$ cat config.mk
export PLATFORM = sky130hd
export DESIGN_NAME = mine_placer_ctrl_flat
export DESIGN_NICKNAME = d
export VERILOG_FILES = /design/src/rtl/saper_pkg.sv /design/src/rtl/mine_placer_ctrl_if.sv /design/src/rtl/mine_placer_ctrl_lfsr16.sv /design/src/rtl/mine_placer_ctrl.sv /design/src/flat_wrapper.sv
export SDC_FILE = /design/constraint.sdc
export NUM_CORES = 1
export LEC_CHECK = 0
export BUFFER_PORTS_ARGS = -buffer_cell sky130_fd_sc_hd__buf_2
export CORE_ASPECT_RATIO = 1.2
export CORE_UTILIZATION = 40
export CTS_BUF_LIST = sky130_fd_sc_hd__clkbuf_8
export DETAILED_ROUTE_END_ITERATION = 8
export GPL_TIMING_DRIVEN = 1
export SKIP_LAST_GASP = 1
export SLEW_MARGIN = 10
export SYNTH_ARGS = -nofsm -noshare
export SYNTH_HDL_FRONTEND = slang
export SYNTH_SLANG_ARGS = --single-unit
$ cat constraint.sdc
create_clock -name clk -period 9 [get_ports clk]
set_input_delay 0.45 -clock clk [delete_from_list [all_inputs] [get_ports clk]]
set_output_delay 0.45 -clock clk [all_outputs]
set_load 0.05 [all_outputs]
$ cat src/rtl/saper_pkg.sv
`default_nettype none
// +--------------------------------------------------------------------+
// | saper_pkg : shared types and constants for the mine placer         |
// | rev 1.0                                                            |
// +--------------------------------------------------------------------+
package saper_pkg;

  localparam int          MAX_DIM           = 8;
  localparam int          COORD_W           = $clog2(MAX_DIM);
  // Fibonacci taps 16,14,13,11 expressed as bit positions 15,13,12,10
  localparam logic [15:0] LFSR_TAPS         = 16'hB400;
  localparam logic [15:0] LFSR_SEED_DEFAULT = 16'hACE1;

  typedef enum logic [1:0] {
    ST_IDLE  = 2'd0,
    ST_CLEAR = 2'd1,
    ST_PLACE = 2'd2,
    ST_DONE  = 2'd3
  } placer_state_e;

  function automatic logic [15:0] lfsr_next(input logic [15:0] v);
    return {v[14:0], ^(v & LFSR_TAPS)};
  endfunction

endpackage
`default_nettype wire

$ cat src/rtl/mine_placer_ctrl_if.sv
`default_nettype none
// +--------------------------------------------------------------------+
// | mine_placer_ctrl_if : game-FSM side settings and board write port  |
// | rev 1.0                                                            |
// +--------------------------------------------------------------------+
interface mine_placer_ctrl_if;
  import saper_pkg::*;

  logic               start;
  logic [4:0]         dimension_size;
  logic [5:0]         mines;
  logic [COORD_W-1:0] safe_x;
  logic [COORD_W-1:0] safe_y;
  logic               wr_en;
  logic [COORD_W-1:0] wr_x;
  logic [COORD_W-1:0] wr_y;
  logic               wr_data;
  logic               busy;
  logic               done;
  logic               board_valid;
  logic [5:0]         mines_placed;

  modport master (
    output start, dimension_size, mines, safe_x, safe_y,
    input  wr_en, wr_x, wr_y, wr_data, busy, done, board_valid, mines_placed
  );

  modport slave (
    input  start, dimension_size, mines, safe_x, safe_y,
    output wr_en, wr_x, wr_y, wr_data, busy, done, board_valid, mines_placed
  );
endinterface
`default_nettype wire

$ cat src/rtl/mine_placer_ctrl_lfsr16.sv
`default_nettype none
// +--------------------------------------------------------------------+
// | lfsr16 : free-running 16-bit Fibonacci LFSR, seed loaded on reset  |
// | rev 1.0                                                            |
// +--------------------------------------------------------------------+
module lfsr16
  import saper_pkg::*;
(
  input  logic        clk,
  input  logic        rst,
  input  logic [15:0] seed,
  output logic [15:0] out
);
  logic [15:0] r_state;

  always_ff @(posedge clk) begin
    if (!rst) r_state <= seed;
    else      r_state <= lfsr_next(r_state);
  end

  assign out = r_state;
endmodule
`default_nettype wire

$ cat src/rtl/mine_placer_ctrl.sv
`default_nettype none
// +--------------------------------------------------------------------+
// | mine_placer_ctrl : clears the board, then places non-duplicate     |
// | pseudo-random mines avoiding the safe cell.  rev 1.0               |
// +--------------------------------------------------------------------+
module mine_placer_ctrl
  import saper_pkg::*;
#(
  parameter int          MAX_DIM   = 8,
  parameter logic [15:0] LFSR_SEED = 16'hACE1
) (
  input  logic               clk,
  input  logic               rst,
  mine_placer_ctrl_if.slave  bus
);
  localparam logic [3:0] C_DIM_MAX = 4'(MAX_DIM);

  placer_state_e      r_state;
  logic [3:0]         r_dim;
  logic [5:0]         r_mines;
  logic [COORD_W-1:0] r_safe_x, r_safe_y, r_cx, r_cy;
  logic               r_safe_en;
  logic [63:0]        r_bitmap;
  logic               r_wr_en, r_wr_data, r_busy, r_done, r_board_valid;
  logic [COORD_W-1:0] r_wr_x, r_wr_y;
  logic [5:0]         r_mines_placed;

  logic [15:0]        w_lfsr;
  logic [9:0]         w_unused_lfsr;
  logic [3:0]         w_dim;
  logic [6:0]         w_cells, w_mines_max;
  logic [5:0]         w_mines;
  logic               w_safe_en, w_accept, w_x_last, w_y_last;
  logic [COORD_W-1:0] w_cand_x, w_cand_y;

  lfsr16 u_lfsr (.clk(clk), .rst(rst), .seed(LFSR_SEED), .out(w_lfsr));

  assign w_unused_lfsr = w_lfsr[15:6];
  assign w_cand_x      = w_lfsr[2:0];
  assign w_cand_y      = w_lfsr[5:3];

  // Settings clamp, evaluated against the live inputs and latched on start
  always_comb begin
    w_dim = bus.dimension_size[3:0];
    if (bus.dimension_size > 5'(C_DIM_MAX)) w_dim = C_DIM_MAX;
    else if (bus.dimension_size < 5'd2)     w_dim = 4'd2;
    w_cells     = 7'(w_dim) * 7'(w_dim);
    w_mines_max = w_cells - 7'd1;
    w_mines     = ({1'b0, bus.mines} > w_mines_max) ? w_mines_max[5:0] : bus.mines;
    w_safe_en   = ({1'b0, bus.safe_x} < w_dim) && ({1'b0, bus.safe_y} < w_dim);
  end

  assign w_accept = ({1'b0, w_cand_x} < r_dim) && ({1'b0, w_cand_y} < r_dim)
                  && !r_bitmap[{w_cand_y, w_cand_x}]
                  && !(r_safe_en && (w_cand_x == r_safe_x) && (w_cand_y == r_safe_y));
  assign w_x_last = ({1'b0, r_cx} == (r_dim - 4'd1));
  assign w_y_last = ({1'b0, r_cy} == (r_dim - 4'd1));

  always_ff @(posedge clk) begin
    if (!rst) begin
      r_state        <= ST_IDLE;
      r_dim          <= 4'd0;
      r_mines        <= 6'd0;
      r_safe_x       <= '0;
      r_safe_y       <= '0;
      r_safe_en      <= 1'b0;
      r_cx           <= '0;
      r_cy           <= '0;
      r_bitmap       <= 64'd0;
      r_wr_en        <= 1'b0;
      r_wr_x         <= '0;
      r_wr_y         <= '0;
      r_wr_data      <= 1'b0;
      r_busy         <= 1'b0;
      r_done         <= 1'b0;
      r_board_valid  <= 1'b0;
      r_mines_placed <= 6'd0;
    end else begin
      case (r_state)
        ST_IDLE, ST_DONE: begin
          r_wr_en       <= 1'b0;
          r_wr_data     <= 1'b0;
          r_busy        <= 1'b0;
          // board_valid is still low on the first DONE cycle, giving a one-shot pulse
          r_board_valid <= (r_state == ST_DONE);
          r_done        <= (r_state == ST_DONE) && !r_board_valid;
          if (bus.start) begin
            r_dim          <= w_dim;
            r_mines        <= w_mines;
            r_safe_x       <= bus.safe_x;
            r_safe_y       <= bus.safe_y;
            r_safe_en      <= w_safe_en;
            r_cx           <= '0;
            r_cy           <= '0;
            r_bitmap       <= 64'd0;
            r_mines_placed <= 6'd0;
            r_state        <= ST_CLEAR;
          end
        end
        ST_CLEAR: begin
          r_busy        <= 1'b1;
          r_done        <= 1'b0;
          r_board_valid <= 1'b0;
          r_wr_en       <= 1'b1;
          r_wr_data     <= 1'b0;
          r_wr_x        <= r_cx;
          r_wr_y        <= r_cy;
          if (w_x_last) begin
            r_cx <= '0;
            if (w_y_last) r_state <= (r_mines != 6'd0) ? ST_PLACE : ST_DONE;
            else          r_cy    <= r_cy + 1'b1;
          end else begin
            r_cx <= r_cx + 1'b1;
          end
        end
        ST_PLACE: begin
          r_busy    <= 1'b1;
          r_wr_en   <= w_accept;
          r_wr_data <= w_accept;
          if (w_accept) begin
            r_wr_x                       <= w_cand_x;
            r_wr_y                       <= w_cand_y;
            r_bitmap[{w_cand_y, w_cand_x}] <= 1'b1;
            r_mines_placed               <= r_mines_placed + 6'd1;
            if ((r_mines_placed + 6'd1) == r_mines) r_state <= ST_DONE;
          end
        end
        default: r_state <= ST_IDLE;
      endcase
    end
  end

  assign bus.wr_en        = r_wr_en;
  assign bus.wr_x         = r_wr_x;
  assign bus.wr_y         = r_wr_y;
  assign bus.wr_data      = r_wr_data;
  assign bus.busy         = r_busy;
  assign bus.done         = r_done;
  assign bus.board_valid  = r_board_valid;
  assign bus.mines_placed = r_mines_placed;
endmodule
`default_nettype wire

$ cat src/flat_wrapper.sv
// flat-port wrapper written by rule: the top's interface ports become plain ports
module mine_placer_ctrl_flat import saper_pkg::*;
#(
  parameter int          MAX_DIM   = 8,
  parameter logic [15:0] LFSR_SEED = 16'hACE1
)
  (clk, rst, bus_start, bus_dimension_size, bus_mines, bus_safe_x, bus_safe_y, bus_wr_en, bus_wr_x, bus_wr_y, bus_wr_data, bus_busy, bus_done, bus_board_valid, bus_mines_placed);
  mine_placer_ctrl_if bus_i ();
  input  logic clk;
  input  logic rst;
  input wire logic [$bits(bus_i.start)-1:0] bus_start;
  input wire logic [$bits(bus_i.dimension_size)-1:0] bus_dimension_size;
  input wire logic [$bits(bus_i.mines)-1:0] bus_mines;
  input wire logic [$bits(bus_i.safe_x)-1:0] bus_safe_x;
  input wire logic [$bits(bus_i.safe_y)-1:0] bus_safe_y;
  output wire logic [$bits(bus_i.wr_en)-1:0] bus_wr_en;
  output wire logic [$bits(bus_i.wr_x)-1:0] bus_wr_x;
  output wire logic [$bits(bus_i.wr_y)-1:0] bus_wr_y;
  output wire logic [$bits(bus_i.wr_data)-1:0] bus_wr_data;
  output wire logic [$bits(bus_i.busy)-1:0] bus_busy;
  output wire logic [$bits(bus_i.done)-1:0] bus_done;
  output wire logic [$bits(bus_i.board_valid)-1:0] bus_board_valid;
  output wire logic [$bits(bus_i.mines_placed)-1:0] bus_mines_placed;
  assign bus_i.start = bus_start;
  assign bus_i.dimension_size = bus_dimension_size;
  assign bus_i.mines = bus_mines;
  assign bus_i.safe_x = bus_safe_x;
  assign bus_i.safe_y = bus_safe_y;
  assign bus_wr_en = bus_i.wr_en;
  assign bus_wr_x = bus_i.wr_x;
  assign bus_wr_y = bus_i.wr_y;
  assign bus_wr_data = bus_i.wr_data;
  assign bus_busy = bus_i.busy;
  assign bus_done = bus_i.done;
  assign bus_board_valid = bus_i.board_valid;
  assign bus_mines_placed = bus_i.mines_placed;
  mine_placer_ctrl #(.MAX_DIM(MAX_DIM), .LFSR_SEED(LFSR_SEED)) u_core (.clk(clk), .rst(rst), .bus(bus_i));
endmodule
==> run metrics <==
Slew headroom=22.6%; number of top-level pins=37; die width=114 um; Syn-to-layout area delta=12.7%; post-synthesis async set-or-reset flop share=0%; CP arrival=5.12 ns; post-DP HPWL=9810 um; Worst setup SP type=input port; predominant post-synthesis flop cell=dfxtp_1; Synth Instances=640; minimum hold slack=0.249 ns; post-synthesis area per instance=9.45 um2; Tot GR Track Use=19.7%; worst vdd ir=0.000133 V; Total Wirelength=14500 um; Initial Utilization=41.4%; RD Place Congestion=0.809; TritonCTS clock tree=yes; CTS H-tree depth=4; site row count=48; layout cell share with drive strength beyond 1=14.9%; HP Class=input port to flip-flop; port bufs=36; Register Area=2440 um2; FILL cells=1413; RSZ-0062 raised after global routing=no; most frequent cells in the layout=dfxtp_1, a32o_1, nor2_1; clock sink total=122; CTS Buf Count=17; CTS resizes=0; drt pass-1 iters=5; P per Cell Area=240 nW/um2; fin crit share=52.7%; Tmin final=4.75 ns; core region area=14600 um2; CTS clk-pin slew, worst paths=0.08 ns; Area after DPL=6340 um2; fin nets=709; Pleak=2.67 nW; cts hold-fix bufs=0; commonest non-fill, non-tap cell in the layout=dfxtp_1; routed len/inst=16.7 um; CTS root buffer=clkbuf_8; drc violations=0; largest net degree at the start of global routing=67; Clock Path Buffers=2; CP required=9.37 ns; vias per std cell=5.69; post-synthesis sequential area ratio=40.4%; # setup viols final=0; initial DRC count=252; CP Class=input port to flip-flop; Cell Area, Synth=6050 um2; design area=6820 um2; EDFF count, synth=0; fmax=0.211 GHz; Core Util, Final=46.7%; initial antenna violation count=0; Diodes inserted=0; die area=15600 um2; first-pass GRT wire length=24000 um; # Max-Cap Violations=0; Yosys reg bits=122; Routed Antenna Nets=0; Layout Skew=0.0152 ns; Worst Max-Slew Pin Slew=1.15 ns; GRT overflow=0; # Post-CTS Setup Buffers=0; outcome=complete, no violations; Clock Latency Late Sink=0.45 ns; via count=4956; CP max FO=9; number of global-route vias before repair=4811; die height=137 um; Syn. warnings=0; Setup crit end kind=flip-flop; final-report max-slew violation count=0; Setup Total Neg Slack=0 ns; Multi-input gate area=3320 um2; Distinct cells, synth=63; Hold Vio Cnt, Final=0
-- metrics by stage --
stage / worst slack [ns] / cells / total power, W
after global routing: 3.93 / 871 / 0.00172
after CTS: 4.27 / 871 / 0.00165
final: 4.25 / 871 / 0.00163
after floorplan: 4.48 / 642 / 0.000965
after global placement: 4.04 / 839 / 0.00106
after detailed placement: 3.81 / 839 / 0.00107
-- sequential cells by signal (all words and copies together) (netlist names), 2 cells and up --
name and count:
u_core.bus.mines_placed 6, u_core.bus.wr_x 3, u_core.bus.wr_y 3, u_core.r_bitmap 64, u_core.r_cx 3, u_core.r_cy 3
u_core.r_dim 4, u_core.r_mines 6, u_core.r_safe_x 3, u_core.r_safe_y 3, u_core.r_state 2, u_core.u_lfsr.out 16
-- critical path, cell delays in order --
cell	delay [ns]
buf_2	0.10
nor2_1	0.49
a21boi_0	0.45
nand2_1	0.10
ha_1	0.30
xor2_1	0.08
fa_1	0.51
inv_1	0.04
ha_1	0.33
a41oi_1	0.28
inv_1	0.07
a21oi_1	0.18
xor2_1	0.21
ha_1	0.26
o21ai_0	0.09
a21oi_1	0.07
o211ai_1	0.54
mux2_2	0.40
o21ai_0	0.14
-- cells in the mapped netlist, types with 2 or more instances --
cell	n	area (um2)
a211oi_1	2	15.0
a21boi_0	2	15.0
a21oi_1	29	145
a221oi_1	4	35.0
a22oi_1	3	22.5
a311oi_1	5	43.8
a31oi_1	5	31.3
a32o_1	64	641
a41oi_1	2	17.5
and2_1	11	68.8
and3_1	4	25.0
and4_1	2	17.5
buf_1	5	18.8
buf_2	9	45.0
buf_4	5	37.5
clkbuf_1	25	93.8
dfxtp_1	122	2440
ha_1	30	375
inv_1	28	105
mux2_2	5	56.3
mux2i_1	11	110
mux4_2	6	135
nand2_1	46	173
nand2b_1	14	87.6
nand3_1	17	85.1
nand3b_1	4	30.0
nor2_1	51	191
nor2b_1	4	25.0
nor3_1	11	55.1
nor3b_1	6	45.0
nor4_1	2	12.5
o211a_1	2	20.0
o211ai_1	6	45.0
o21a_1	3	22.5
o21ai_0	18	90.1
o221a_2	6	67.6
o22ai_1	2	12.5
o311a_1	3	30.0
or2_2	5	31.3
or3_1	3	18.8
or4_1	5	37.5
xnor2_1	17	149
xor2_1	16	140
-- power breakdown --
part | switching [W] | internal (W) | leakage [nW] | total, W
Sequential | 0.0000419 | 0.000587 | 0.992 | 0.000629
Clock | 0.000230 | 0.000347 | 0.233 | 0.000577
Combinational | 0.000290 | 0.000139 | 1.44 | 0.000429
Total | 0.000562 | 0.00107 | 2.67 | 0.00163
-- cell type report --
cell class | instances | area share, %
Timing Repair Buffer | 42 | 3.30
Multi-Input combinational cell | 447 | 48.7
Tap cell | 200 | 3.67
Sequential cell | 122 | 35.8
Clock buffer | 19 | 3.84
Clock inverter | 13 | 3.14
Inverter | 28 | 1.54
-- metal layers --
layer | track usage [%] | part of all wire, % | vias up | wire [um]
li1 | - | - | 2419 | -
met2 | 36.1 | 51 | 81 | 7470
met4 | 6.49 | 1.6 | 0 | 230
met5 | 0 | 0 | - | 0
met3 | 4.12 | 3.8 | 16 | 556
met1 | 22.8 | 43 | 2440 | 6260
-- logic make-up (layout without fill, tap and decap cells) --
family                     after synthesis  count (layout)  share of synthesized area (%)
xor gates and xnor gates                33              33                           4.78
muxes                                   22              22                           4.99
and+or+nand+nor                        191             191                           15.8
adders and majority gates               31              31                           6.54
DFF                                    122             122                           40.4
AOI/OAI and AO/OA                      167             167                           22.2
buffers and inverters                   73             102                           5.15
other                                    1               3                         0.0620
-- path summary, 6_finish.rpt --
check | start | to | slack (ns) | cells after the start
setup / recovery | bus_dimension_size[4] | u_core.r_mines[3] | 4.25 | 19
hold / removal | bus_safe_y[2] | u_core.r_safe_y[2] | 0.25 | 3
setup reg to reg | u_core.u_lfsr.out[1] | u_core.r_bitmap[11] | 5.13 | 9
hold reg to reg | u_core.u_lfsr.out[9] | u_core.u_lfsr.out[10] | 0.41 | 1
(Power assumes the default switching activity.)
